===== config.mk =====
export PLATFORM = sky130hd
export DESIGN_NAME = pipe_adder_flat
export DESIGN_NICKNAME = d
export VERILOG_FILES = /design/src/rtl/pipe_adder_if.sv /design/src/rtl/pipe_adder.sv /design/src/flat_wrapper.sv
export SDC_FILE = /design/constraint.sdc
export NUM_CORES = 1
export LEC_CHECK = 0
export ABC_AREA = 1
export ABC_CLOCK_PERIOD_IN_PS = 2300
export CORE_MARGIN = 2
export CORE_UTILIZATION = 30
export DETAILED_ROUTE_END_ITERATION = 6
export PLACE_DENSITY = 0.48
export SETUP_SLACK_MARGIN = 0.5
export SLEW_MARGIN = 20
export SYNTH_ARGS = -nofsm -noshare
export SYNTH_HDL_FRONTEND = slang
export SYNTH_SLANG_ARGS = --single-unit

===== constraint.sdc =====
create_clock -name clk -period 2.3 [get_ports clk]
set_clock_uncertainty 0.15 [all_clocks]
set_input_delay 0.23 -clock clk [delete_from_list [all_inputs] [get_ports clk]]
set_output_delay 0.23 -clock clk [all_outputs]
set_load 0.1 [all_outputs]

===== src/rtl/pipe_adder_if.sv =====
// Operand/result handshake bundle for pipe_adder.
// PIPE_ADDER_SUB_EN adds the per-operand subtract select.
interface pipe_adder_if #(
   parameter int WIDTH = 16
);
   logic             in_valid;
   logic             in_ready;
   logic [WIDTH-1:0] a;
   logic [WIDTH-1:0] b;
   logic             cin;
`ifdef PIPE_ADDER_SUB_EN
   logic             sub;
`endif
   logic             out_valid;
   logic             out_ready;
   logic [WIDTH-1:0] sum;
   logic             cout;
   logic             ovf;

   modport master (
`ifdef PIPE_ADDER_SUB_EN
      output sub,
`endif
      output in_valid, a, b, cin, out_ready,
      input  in_ready, out_valid, sum, cout, ovf
   );

   modport slave (
`ifdef PIPE_ADDER_SUB_EN
      input  sub,
`endif
      input  in_valid, a, b, cin, out_ready,
      output in_ready, out_valid, sum, cout, ovf
   );
endinterface


===== src/rtl/pipe_adder.sv =====
// Carry-segmented pipelined adder: SEG stages of SW bits, one result per cycle.
// Define PIPE_ADDER_SUB_EN to add a subtract mode selected by bus.sub.
module pipe_adder #(
   parameter int WIDTH = 16,
   parameter int SEG   = 4
) (
   input  logic        clk,
   input  logic        rst_n,
   pipe_adder_if.slave bus
);
   localparam int SW = WIDTH / SEG;

   // Stage k registers: operands still to be consumed, partial sum, carry, valid.
   logic [WIDTH-1:0] a_p   [SEG];
   logic [WIDTH-1:0] b_p   [SEG];
   logic [WIDTH-1:0] s_p   [SEG];
   logic             c_p   [SEG];
   logic             vld_p [SEG];
   logic             ovf_p;
`ifdef PIPE_ADDER_SUB_EN
   logic             sub_p [SEG];
   logic             sub_in [SEG];
`endif

   logic [WIDTH-1:0] a_in   [SEG];
   logic [WIDTH-1:0] b_in   [SEG];
   logic [WIDTH-1:0] s_nxt  [SEG];
   logic             ci_in  [SEG];
   logic             vld_in [SEG];
   logic [SW:0]      add_c  [SEG];
   logic             inv_msb;
   logic             ovf_nxt;
   logic             en;

   function automatic logic add_ovf(input logic sa, input logic sb, input logic ss);
      return (sa == sb) && (ss != sa);
   endfunction

   assign en             = !vld_p[SEG-1] | bus.out_ready;
   assign bus.in_ready   = en;
   assign bus.out_valid  = vld_p[SEG-1];
   assign bus.sum        = s_p[SEG-1];
   assign bus.cout       = c_p[SEG-1];
   assign bus.ovf        = ovf_p;

   always_comb begin
      logic [WIDTH-1:0] s_base;
      logic [SW-1:0]    b_seg;
      logic             inv;
      inv_msb = 1'b0;
      for (int k = 0; k < SEG; k++) begin
         if (k == 0) begin
            a_in[k]   = bus.a;
            b_in[k]   = bus.b;
            vld_in[k] = bus.in_valid;
            s_base    = '0;
`ifdef PIPE_ADDER_SUB_EN
            sub_in[k] = bus.sub;
            // Subtraction forces the +1 of two's-complement negation; cin is ignored.
            ci_in[k]  = bus.sub | bus.cin;
`else
            ci_in[k]  = bus.cin;
`endif
         end else begin
            a_in[k]   = a_p[k-1];
            b_in[k]   = b_p[k-1];
            vld_in[k] = vld_p[k-1];
            s_base    = s_p[k-1];
            ci_in[k]  = c_p[k-1];
`ifdef PIPE_ADDER_SUB_EN
            sub_in[k] = sub_p[k-1];
`endif
         end
`ifdef PIPE_ADDER_SUB_EN
         inv = sub_in[k];
`else
         inv = 1'b0;
`endif
         b_seg    = b_in[k][k*SW +: SW] ^ {SW{inv}};
         add_c[k] = {1'b0, a_in[k][k*SW +: SW]} + {1'b0, b_seg} + {{SW{1'b0}}, ci_in[k]};
         s_nxt[k] = s_base;
         s_nxt[k][k*SW +: SW] = add_c[k][SW-1:0];
         if (k == SEG-1) inv_msb = inv;
      end
      ovf_nxt = add_ovf(a_in[SEG-1][WIDTH-1], b_in[SEG-1][WIDTH-1] ^ inv_msb,
                        add_c[SEG-1][SW-1]);
   end

   // Only valids and the output stage are reset; data elsewhere loads only with a valid.
   always_ff @(posedge clk or negedge rst_n) begin
      if (!rst_n) begin
         for (int k = 0; k < SEG; k++) vld_p[k] <= 1'b0;
         s_p[SEG-1] <= '0;
         c_p[SEG-1] <= 1'b0;
         ovf_p      <= 1'b0;
      end else if (en) begin
         for (int k = 0; k < SEG; k++) begin
            vld_p[k] <= vld_in[k];
            if (vld_in[k]) begin
               a_p[k] <= a_in[k];
               b_p[k] <= b_in[k];
               s_p[k] <= s_nxt[k];
               c_p[k] <= add_c[k][SW];
`ifdef PIPE_ADDER_SUB_EN
               sub_p[k] <= sub_in[k];
`endif
            end
         end
         if (vld_in[SEG-1]) ovf_p <= ovf_nxt;
      end
   end
endmodule


===== src/flat_wrapper.sv =====
// flat-port wrapper written by rule: the top's interface ports become plain ports
module pipe_adder_flat 
#(
   parameter int WIDTH = 16,
   parameter int SEG   = 4
)
  (clk, rst_n, bus_in_valid, bus_a, bus_b, bus_cin, bus_out_ready, bus_in_ready, bus_out_valid, bus_sum, bus_cout, bus_ovf);
  pipe_adder_if #(.WIDTH(WIDTH)) bus_i ();
  input  logic clk;
  input  logic rst_n;
  input wire logic [$bits(bus_i.in_valid)-1:0] bus_in_valid;
  input wire logic [$bits(bus_i.a)-1:0] bus_a;
  input wire logic [$bits(bus_i.b)-1:0] bus_b;
  input wire logic [$bits(bus_i.cin)-1:0] bus_cin;
  input wire logic [$bits(bus_i.out_ready)-1:0] bus_out_ready;
  output wire logic [$bits(bus_i.in_ready)-1:0] bus_in_ready;
  output wire logic [$bits(bus_i.out_valid)-1:0] bus_out_valid;
  output wire logic [$bits(bus_i.sum)-1:0] bus_sum;
  output wire logic [$bits(bus_i.cout)-1:0] bus_cout;
  output wire logic [$bits(bus_i.ovf)-1:0] bus_ovf;
  assign bus_i.in_valid = bus_in_valid;
  assign bus_i.a = bus_a;
  assign bus_i.b = bus_b;
  assign bus_i.cin = bus_cin;
  assign bus_i.out_ready = bus_out_ready;
  assign bus_in_ready = bus_i.in_ready;
  assign bus_out_valid = bus_i.out_valid;
  assign bus_sum = bus_i.sum;
  assign bus_cout = bus_i.cout;
  assign bus_ovf = bus_i.ovf;
  pipe_adder #(.WIDTH(WIDTH), .SEG(SEG)) u_core (.clk(clk), .rst_n(rst_n), .bus(bus_i));
endmodule

==> metrics.md, run 1 <==
| Metric | Value |
|---|---|
| Top cells by instance count after synthesis | `75 x edfxtp_1, 72 x nand2_1, 22 x dfrtp_1` |
| Kind of critical path | `reg -> reg` |
| Internal power | `3910 uW` |
| R2r endpoint | `u_core.s_nxt[9]` |
| Final setup vio count | `0` |
| Distinct cells, synth | `21` |
| CP Launch Type | `flop` |
| Routability cong. | `0.694` |
| Post-synth top area share | `60.7%` |
| Core region area | `0.0121 mm^2` |
| Post-synth top area cell | `edfxtp_1` |
| Post-place setup slack | `177 ps` |
| WP data required | `~2300 ps` |
| I/O pin total | `57` |
| Final Max Tran Viols | `0` |
| Worst-path clk slew | `60 ps` |
| Synth warn | `0` |
| WL per Instance | `11.7 um` |
| Initial antenna violation count | `0` |
| Top cells by area, synth | `edfxtp_1 61%, dfrtp_1 15%, nand2_1 7.3%, fa_1 4.3%, ha_1 4.0%` |
| RSZ-0062 raised after global routing | `false` |
| Drc violations | `0` |
| Layout cells sized above 1 | `17.8%` |
| Status | `completed` |
| Die W | `115 um` |
| Synth Cell Area | `0.00371 mm^2` |
| Ant. Diodes | `0` |
| Post-synthesis sequential area ratio | `75.5%` |
| Sequential fraction of design power | `38.5%` |
| Period minus WS final | `approximately 1700 ps` |
| GRT Util Overall | `9.70%` |
| Maximum vdd drop | `0.531 mV` |
| CP Data Arrival Time | `1670 ps` |
| Hold Worst Slack | `~150 ps` |
| Logic pwr share | `between 30 and 40%` |
| Hold Crit Class | `in -> async` |
| Pwr dens | `approximately 1300 mW/mm^2` |
| Initial core utilization | `a little under a third` |
| Mean Syn Cell Area | `about 15 um^2` |
| Ys async rst share | `a little under a quarter` |
| Main synth FF type | `edfxtp_1` |
| Slew Limit Headroom | `71.8%` |
| Cts bufs inserted | `9` |
| Slack of the critical path | `576 ps` |
| Overflow after GRT | `0` |
| Final Cycle Share | `75.0%` |
| Leak | `about 0.002 uW` |
| Post-Route Setup TNS | `0 ps` |
| CTS tree | `built` |
| First DRT Iteration DRCs | `52` |
| Port Buffer Count | `56` |
| Via count | `1995` |
| R2R cell count | `4` |
| DR pass1 iterations | `4` |
| Final hold viol count | `0` |
| Layout area overhead | `31.7%` |
| Post-synth net total | `305` |
| Die Y | `about 120 um` |
| Vias per cell | `slightly above 4` |
| Flop2flop setup slack | `580 ps` |
| Htree depth | `3` |
| DP HPWL | `4070 um` |
| Sink Count | `a little under 100` |
| Number of synthesized register bits | `between 90 and 100` |
| Sw Ratio | `39.3%` |
| Clock root buffer | `clkbuf_16` |
| Cts hold-fix bufs | `0` |
| # nets final | `378` |
| Most common cell in the netlist | `edfxtp_1` |
| Slew @ Worst Pin | `around 420 ps` |
| Global-route wire length before repair | `9380 um` |
| Reg2reg start | `u_core.b_p[1][8]` |
| Max-Cap Viols | `0` |
| Clk buf depth | `2` |
| Power share of the clock group | `about a quarter` |
| Vias in the first global route | `2016` |
| Postcts setup bufs | `0` |
| Row cnt | `40` |
| Mapped Cells | `248` |
| Final wirelength | `5800 um` |
| Worst setup EP type | `flop` |
| FMAX | `580 MHz` |
| Latest clock arrival within the worst-skew pair | `~340 ps` |
| Routed Antenna Nets | `0` |
| Crit Path Max Fanout | `2` |
| Switch Pwr | `2530 uW` |
| DIE AREA | `between 0.01 and 0.015 mm^2` |
| Post-synth EDFFs | `75` |
| Largest net degree at the start of global routing | `25` |
worst max path at each step:
stage                    startpoint           endpoint  depth (start not counted)
6_report           u_core.b_p[1][8]    u_core.s_nxt[9]                          4
2_1_floorplan  u_core.bus.out_valid  u_core.a_p[2][12]                          3
5_1_grt            u_core.b_p[0][4]      u_core.c_p[2]                          4
4_1_cts            u_core.b_p[1][8]    u_core.s_nxt[9]                          4
3_5_place_dp                bus_cin   u_core.s_nxt[34]                          4
3_3_place_gp                bus_cin   u_core.s_nxt[34]                          4
final cells by class:
class	instances	area, um^2
Fill cell	1141	7180
Multi-Input combinational cell	134	886
Tap cell	168	210
Clock buffer	12	236
Clock inverter	4	93.8
Sequential cell	97	2810
Inverter	15	56.3
Timing Repair Buffer	64	596
power groups by stage:
stage	clock (uW)	sequential [uW]	combinational (uW)
after CTS	1700	2490	2350
after global routing	1760	2520	2480
final	1650	2480	2320
after global placement	0	2510	2320
after floorplan	0	3630	623
after detailed placement	0	2520	2340
cells in the final DEF, fill, tap and decap left out, drive strengths merged, types with 2 or more instances in the layout:
master and instances:
nor2 11, xor2 4, nand3 8, buf 28, fa 8, dfrtp 22
nand2 74, o21ai 3, inv 15, xnor2 2, clkdlybuf4s50 36, clkbuf 12
ha 12, bufinv 3, edfxtp 75, a21oi 8
timing repair:
item / in CTS / in global routing
hold endpoints to repair: 0 / 0
endpoints found under the setup margin: 5 / 6
resized for setup: 4 / 3
sequential cells by signal, indices dropped and copies added, names as in the netlist:
register and count:
u_core.s_nxt 24, u_core.c_p 3, u_core.bus.out_valid 1, u_core.bus.sum 16, u_core.vld_in 3, u_core.a_p 24, u_core.b_p 24, u_core.bus.cout 1
u_core.bus.ovf 1
through the flow:
stage,power (uW),cells,utilization [%],instance area (um^2)
global route,6760,494,40.5,4880
CTS,6540,494,40.4,4880
global placement,4830,478,37.6,4540
floorplan,4250,248,-,3750
detailed placement,4860,478,37.6,4540
finish,6440,494,40.5,4880
per-layer routing:
layer / part of all wire (%) / vias to the layer above / global-route usage, %
li1: - / 990 / -
met5: 0 / - / 0
met2: 52 / 39 / 16.9
met1: 40 / 957 / 10.3
met3: 5.2 / 9 / 3.95
met4: 2.0 / 0 / 4.34
kinds of logic (layout without fill, tap and decap cells):
| family | Yosys count | in the layout | synth area share, % |
|---|---|---|---|
| buf+inv | 17 | 95 | 2.02 |
| flops | 97 | 97 | 75.5 |
| fa+ha+maj | 20 | 20 | 8.36 |
| xor+xnor | 6 | 6 | 1.42 |
| compound gates | 12 | 12 | 1.99 |
| simple gates | 96 | 96 | 10.7 |
critical path, stage by stage (launching register included):
cell and delay [ps]:
edfxtp_1 320, inv_1 60, fa_2 400, fa_2 530, inv_1 30
Power figures use the tool's default switching activity.
==> run 2, diff against run 1 <==
--- a/config.mk
+++ b/config.mk
@@ -6,11 +6,11 @@
 export NUM_CORES = 1
 export LEC_CHECK = 0
 export ABC_AREA = 1
-export ABC_CLOCK_PERIOD_IN_PS = 2300
+export ABC_CLOCK_PERIOD_IN_PS = 1630
 export CORE_MARGIN = 2
 export CORE_UTILIZATION = 30
 export DETAILED_ROUTE_END_ITERATION = 6
-export PLACE_DENSITY = 0.48
+export PLACE_DENSITY = 0.47
 export SETUP_SLACK_MARGIN = 0.5
 export SLEW_MARGIN = 20
 export SYNTH_ARGS = -nofsm -noshare
==> constraint.sdc (replaced) <==
create_clock -name clk -period 1.63 [get_ports clk]
set_clock_uncertainty 0.15 [all_clocks]
set_input_delay 0.163 -clock clk [delete_from_list [all_inputs] [get_ports clk]]
set_output_delay 0.163 -clock clk [all_outputs]
set_load 0.1 [all_outputs]
==> run 2 against run 1 <==
The flow now finishes with violations (setup timing). Design area rose by 20%. Critical path type unchanged. Critical path depth fell by 1. Highest routed layer unchanged. Register-to-register slack got worse by 690 ps. Wire length rose by 14%. Global-route usage rose by 1.4 points. Sequential cell count did not move. Hold slack got worse by 100 ps. Non-clock buffer count rose by 40.
==> metrics.md, run 2 (synthesized netlist as in run 1, its figures left out) <==
| Metric | Value |
|---|---|
| Maximum vdd drop | `0.629 mV (+18%)` |
| Drc violations | `0 (unchanged)` |
| Final setup vio count | `12 (+12)` |
| Routability cong. | `0.769 (+11%)` |
| Post-route cell area | `0.00587 mm^2 (+20%)` |
| Hold Crit Start | `bus_cin` |
| DP HPWL | `4170 um (+2.3%)` |
| Final Cycle Share | `107% (+32 points)` |
| Overflow after GRT | `0 (unchanged)` |
| Via count | `2173 (+8.9%)` |
| Sw Ratio | `38.7% (-0.54 points)` |
| Status | `complete, but fails checks` |
| Vias per cell | `4.07 (+0.76%)` |
| Largest net degree at the start of global routing | `23 (-8.0%)` |
| Layout cells sized above 1 | `46.4% (+29 points)` |
| Logic pwr share | `47.8% (+12 points)` |
| Sink Count | `97 (unchanged)` |
| GRT Util Overall | `11.1% (+1.4 points)` |
| DR pass1 iterations | `4 (unchanged)` |
| Placed Area | `0.00500 mm^2 (+10%)` |
| Highest-count cells in the layout ignoring fill and taps | `75 x edfxtp_1, 38 x nand2_1, 30 x nand2_2, 28 x clkdlybuf4s50_1, 28 x buf_12` |
| Cts bufs inserted | `9 (unchanged)` |
| Global-route wire length before repair | `10900 um (+16%)` |
| Max-Cap Viols | `0 (unchanged)` |
| FMAX | `575 MHz (-0.90%)` |
| CTS tree | `built` |
| Kind of critical path | `reg -> reg` |
| Final Max Tran Viols | `0 (unchanged)` |
| Worst setup EP type | `flop` |
| Hold path endpoint | `u_core.s_nxt[32]` |
| Hold Worst Slack | `49.7 ps (-104 ps)` |
| Crit Path Max Fanout | `2 (unchanged)` |
| DIE AREA | `0.0133 mm^2 (unchanged)` |
| Htree depth | `3 (unchanged)` |
| Internal power | `6460 uW (+65%)` |
| Pwr dens | `1800 mW/mm^2 (+36%)` |
| Flop2flop setup slack | `-110 ps (-690 ps)` |
| Clock root buffer | `clkbuf_16` |
| Clk buf depth | `2 (unchanged)` |
| Hold Crit Class | `in -> reg` |
| Most common cell after layout, fill and taps aside | `edfxtp_1` |
| Layout area overhead | `58.2%` |
| Period minus WS final | `1740 ps (+15.6 ps)` |
| Slew @ Worst Pin | `503 ps (+80.6 ps)` |
| Row cnt | `40 (unchanged)` |
| Final hold viol count | `0 (unchanged)` |
| Die W | `115 um (unchanged)` |
| Initial antenna violation count | `0 (unchanged)` |
| Hold Path Stages | `2` |
| Failing checks | `setup timing` |
| Slew Limit Headroom | `66.4% (-5.3 points)` |
| Latest clock arrival within the worst-skew pair | `330 ps (about the same)` |
| Fill cells | `1049 (-8.1%)` |
| Vias in the first global route | `2272 (+13%)` |
| RSZ-0062 raised after global routing | `true` |
| Cts hold-fix bufs | `0 (unchanged)` |
| # nets final | `418 (+11%)` |
| Switch Pwr | `4080 uW (+61%)` |
| Sequential fraction of design power | `34.8% (-3.7 points)` |
| WP data required | `1560 ps (-690 ps)` |
| R2r endpoint | `u_core.s_nxt[22]` |
| CP Data Arrival Time | `1670 ps (about the same)` |
| Leak | `0.00231 uW (+19%)` |
| Final wirelength | `6630 um (+14%)` |
| R2R cell count | `3 (-1)` |
| Slack of the critical path | `-110 ps (-686 ps)` |
| Worst-path clk slew | `60 ps (about the same)` |
| Ant. Diodes | `0 (unchanged)` |
| WL per Instance | `12.4 um (+5.8%)` |
| Post-Route Setup TNS | `-666 ps (-666 ps)` |
| Reg2reg start | `u_core.b_p[0][4]` |
| Port Buffer Count | `56 (unchanged)` |
| Routed Antenna Nets | `0 (unchanged)` |
| Initial core utilization | `30.8% (unchanged)` |
| CP Launch Type | `flop` |
| Core region area | `0.0121 mm^2 (unchanged)` |
| Power share of the clock group | `17.3% (-8.2 points)` |
| First DRT Iteration DRCs | `49 (-5.8%)` |
| Die Y | `115 um (unchanged)` |
| I/O pin total | `57 (unchanged)` |
run 2: worst max-delay path by stage:
stage / startpoint / to / slack [ps]
after floorplan: u_core.bus.out_valid / u_core.a_p[0][10] / -290
after global placement: bus_a[0] / u_core.s_nxt[34] / -340
after detailed placement: bus_a[0] / u_core.s_nxt[34] / -350
after CTS: u_core.b_p[0][4] / u_core.s_nxt[22] / -120
after global routing: u_core.b_p[2][12] / u_core.bus.cout / -180
final: u_core.b_p[0][4] / u_core.s_nxt[22] / -110
run 2: routing by layer:
metal  GRT usage [%]  vias up  routed length (um)
met5               0        -                   0
met4            3.86        0                  65
met3            3.48        6                 253
met2            19.7       40                3580
met1            12.6     1054                2730
li1                -     1073                   -
run 2: cell type report:
type / instances / area [um^2] / area share [%]
sequential: 97 / 2830 / 48.2
clock inverter: 5 / 22.5 / 0.384
clock buffer: 11 / 233 / 3.97
timing repair buffer: 104 / 1370 / 23.4
inverter: 15 / 56.3 / 0.959
tap: 168 / 210 / 3.58
multi-input combinational: 134 / 1140 / 19.5
run 2: timing repair:
action / CTS / global route
gates cloned: 4 / 1
endpoints found under the setup margin: 128 / 130
gates resized for setup: 70 / 28
hold endpoints to repair: 0 / 0
setup buffers: 18 / 7
pin swaps: 28 / 21
run 2: per-stage QoR:
stage               setup WS [ps]  power, uW  util [%]  std cells
detailed placement           -352       7860      41.5        488
global route                 -183      11100      48.7        534
floorplan                    -291       6100         -        248
global placement             -336       7820      41.5        488
finish                       -110      10500      48.7        534
CTS                          -119      10400      47.2        526
run 2: worst max-delay path, cell delays in order, from the launching register on:
cell and delay, ps:
edfxtp_1 400, fa_2 420, fa_2 370, xor2_1 150
run 2: power by group through the flow:
| stage | Clock, uW | Sequential (uW) | Combinational [uW] |
|---|---|---|---|
| 2_1_floorplan | 0 | 5170 | 922 |
| 3_3_place_gp | 0 | 3680 | 4140 |
| 3_5_place_dp | 0 | 3700 | 4160 |
| 4_1_cts | 1900 | 3680 | 4830 |
| 5_1_grt | 2020 | 3730 | 5340 |
| 6_report | 1830 | 3680 | 5050 |
==> run 3, diff against run 2 <==
--- a/config.mk
+++ b/config.mk
@@ -6,9 +6,10 @@
 export NUM_CORES = 1
 export LEC_CHECK = 0
 export ABC_AREA = 1
-export ABC_CLOCK_PERIOD_IN_PS = 1630
+export ABC_CLOCK_PERIOD_IN_PS = 2000
 export CORE_MARGIN = 2
 export CORE_UTILIZATION = 30
+export CTS_BUF_LIST = sky130_fd_sc_hd__clkbuf_4 sky130_fd_sc_hd__clkbuf_8
 export DETAILED_ROUTE_END_ITERATION = 6
 export PLACE_DENSITY = 0.47
 export SETUP_SLACK_MARGIN = 0.5
==> constraint.sdc (replaced) <==
create_clock -name clk -period 2 [get_ports clk]
set_clock_uncertainty 0.15 [all_clocks]
set_input_delay 0.2 -clock clk [delete_from_list [all_inputs] [get_ports clk]]
set_output_delay 0.2 -clock clk [all_outputs]
set_load 0.1 [all_outputs]
==> run 3 against run 2 <==
The flow now finishes without violations. Critical path depth did not move. Hold slack gained 16 ps. Non-clock buffer count fell by 19. Design area fell by 12%. Register-to-register slack better by 360 ps. Via count decreased by 3.2%. Sequential share of layout area increased by 6.2 points. Count of clock-buffer cells in the layout rose by 1. Highest routed layer unchanged.
==> metrics.md, run 3 (synthesized netlist as in run 1, its figures left out) <==
| Metric | Value |
|---|---|
| FMAX | `572 MHz (-0.42%)` |
| First DRT Iteration DRCs | `73 (+49%)` |
| Drc violations | `0 (unchanged)` |
| Cts bufs inserted | `9 (unchanged)` |
| Htree depth | `3 (unchanged)` |
| Max-Cap Viols | `0 (unchanged)` |
| Final wirelength | `6380 um (-3.7%)` |
| DP HPWL | `4000 um (-4.0%)` |
| GRT Util Overall | `10.0% (-1.0 points)` |
| Largest net degree at the start of global routing | `23 (unchanged)` |
| CP Launch Type | `flop` |
| Latest clock arrival within the worst-skew pair | `360 ps (+30 ps)` |
| Post-Route Setup TNS | `0 ps (+666 ps)` |
| Crit path largest cell delay | `410 ps (about the same)` |
| Crit path cell chain | `fa_2 -> fa_2 -> xor2_1` |
| Initial antenna violation count | `0 (unchanged)` |
| Ant. Diodes | `0 (unchanged)` |
| Initial core utilization | `30.8% (unchanged)` |
| Hold Worst Slack | `66.2 ps (+16.5 ps)` |
| # nets final | `399 (-4.5%)` |
| Die Y | `115 um (unchanged)` |
| CP Data Arrival Time | `1700 ps (+30 ps)` |
| Period minus WS final | `1750 ps (+7.28 ps)` |
| Status | `completed` |
| Kind of critical path | `reg -> reg` |
| Vias in the first global route | `2126 (-6.4%)` |
| Maximum vdd drop | `0.376 mV (-40%)` |
| Worst-path clk slew | `100 ps (+40 ps)` |
| Layout cells sized above 1 | `28.8% (-18 points)` |
| Reg2reg start | `u_core.b_p[0][4]` |
| WP data required | `1950 ps (+390 ps)` |
| Slew Limit Headroom | `64.6% (-1.9 points)` |
| Final Util | `42.8% (-5.9 points)` |
| Fill cells | `1101 (+5.0%)` |
| RSZ-0062 raised after global routing | `true` |
| Sink Count | `97 (unchanged)` |
| Row cnt | `40 (unchanged)` |
| Most common cell after layout, fill and taps aside | `edfxtp_1` |
| WL per Instance | `12.4 um (-0.18%)` |
| I/O pin total | `57 (unchanged)` |
| Routed Antenna Nets | `0 (unchanged)` |
| Hold Crit Class | `in -> async` |
| DIE AREA | `0.0133 mm^2 (unchanged)` |
| Core region area | `0.0121 mm^2 (unchanged)` |
| R2r endpoint | `u_core.s_nxt[22]` |
| Slack of the critical path | `253 ps (+363 ps)` |
| Routability cong. | `0.765 (-0.52%)` |
| Overflow after GRT | `0 (unchanged)` |
| Post-place setup slack | `-6.27 ps (+346 ps)` |
| Via count | `2104 (-3.2%)` |
| Leak | `0.00208 uW (-10%)` |
| Final Max Tran Viols | `0 (unchanged)` |
| Pwr dens | `1380 mW/mm^2 (-23%)` |
| Final setup vio count | `0 (-12)` |
| Worst setup EP type | `flop` |
| Final hold viol count | `0 (unchanged)` |
| Vias per cell | `4.09 (+0.40%)` |
| Die W | `115 um (unchanged)` |
| Crit Path Max Fanout | `2 (unchanged)` |
| Flop2flop setup slack | `250 ps (+360 ps)` |
| Layout area overhead | `39.1%` |
| DR pass1 iterations | `4 (unchanged)` |
| Slew @ Worst Pin | `531 ps (+27.7 ps)` |
| Clock root buffer | `clkbuf_8` |
| CTS tree | `built` |
| Global-route wire length before repair | `9920 um (-8.9%)` |
| Port Buffer Count | `56 (unchanged)` |
| Post-route cell area | `0.00516 mm^2 (-12%)` |
| Clk buf depth | `2 (unchanged)` |
| Highest-count cells in the layout ignoring fill and taps | `75 x edfxtp_1, 68 x nand2_1, 33 x clkdlybuf4s50_1, 29 x buf_4, 21 x dfrtp_1` |
| Slowest cell on the critical path | `edfxtp_1` |
| Cell mode on critical path | `fa_2` |
| Final Cycle Share | `87.3% (-19 points)` |
| R2R cell count | `3 (unchanged)` |
| Placed Area | `0.00460 mm^2 (-8.1%)` |
[run 3: cell types whose count changed in the layout (fill, tap and decap cells not counted), moves of 4 or more]
cell             before  now
dfrtp_1               3   21
nand2_8               5    1
nand2_1              38   68
buf_12               28    6
dfrtp_2              18    0
buf_4                17   29
clkbuf_16            11    2
clkbuf_8              0   11
clkdlybuf4s50_1      28   33
buf_6                19   10
clkinv_1              4    0
nand2_2              30    1
[run 3: stage by stage]
stage / std cells / total power, uW
CTS: 504 / 6990
floorplan: 248 / 4920
global route: 515 / 7470
global placement: 477 / 5620
detailed placement: 477 / 5640
finish: 515 / 7110
[run 3: metal layers]
metal  global-route usage, %  up-vias  routed length [um]
met5                       0        -                   0
met4                    4.82        0                  94
met3                    3.37       10                 299
met2                    17.7       44                3420
met1                    10.9     1013                2570
li1                        -     1037                   -
[run 3: final cells by class]
class                           count  area, um^2  area share (%)
Sequential cell                    97        2810            54.4
Clock inverter                      4        26.3           0.509
Tap cell                          168         210            4.07
Inverter                           15        56.3            1.09
Clock buffer                       12         159            3.08
Multi-Input combinational cell    134         986            19.1
Timing Repair Buffer               85         916            17.7
[run 3: worst max-delay path by stage]
stage	from	to	slack, ps	depth (start not counted)
after CTS	u_core.b_p[0][4]	u_core.s_nxt[22]	240	3
after global placement	bus_a[0]	u_core.s_nxt[34]	10	4
after floorplan	u_core.bus.out_valid	u_core.a_p[0][10]	80	3
final	u_core.b_p[0][4]	u_core.s_nxt[22]	250	3
after detailed placement	bus_a[0]	u_core.c_p[3]	-6	5
after global routing	u_core.b_p[0][4]	u_core.s_nxt[22]	190	3
[run 3: worst max-delay path, delay by kind of cell, from the launching register on]
kind	cells	cell delay, ps
xor+xnor	1	150
flops	1	410
fa+ha+maj	2	780
[run 3: where the power goes]
group	total (uW)	internal (uW)	switching, uW
logic	3080	926	2160
clock network	1180	533	651
registers	2840	2640	201
[run 3: what timing repair did]
item,CTS,global route
gates cloned,2,3
hold buffers,0,0
pin swaps,8,11
setup endpoints to repair,87,99
resized for setup,14,21
setup buffers,9,8
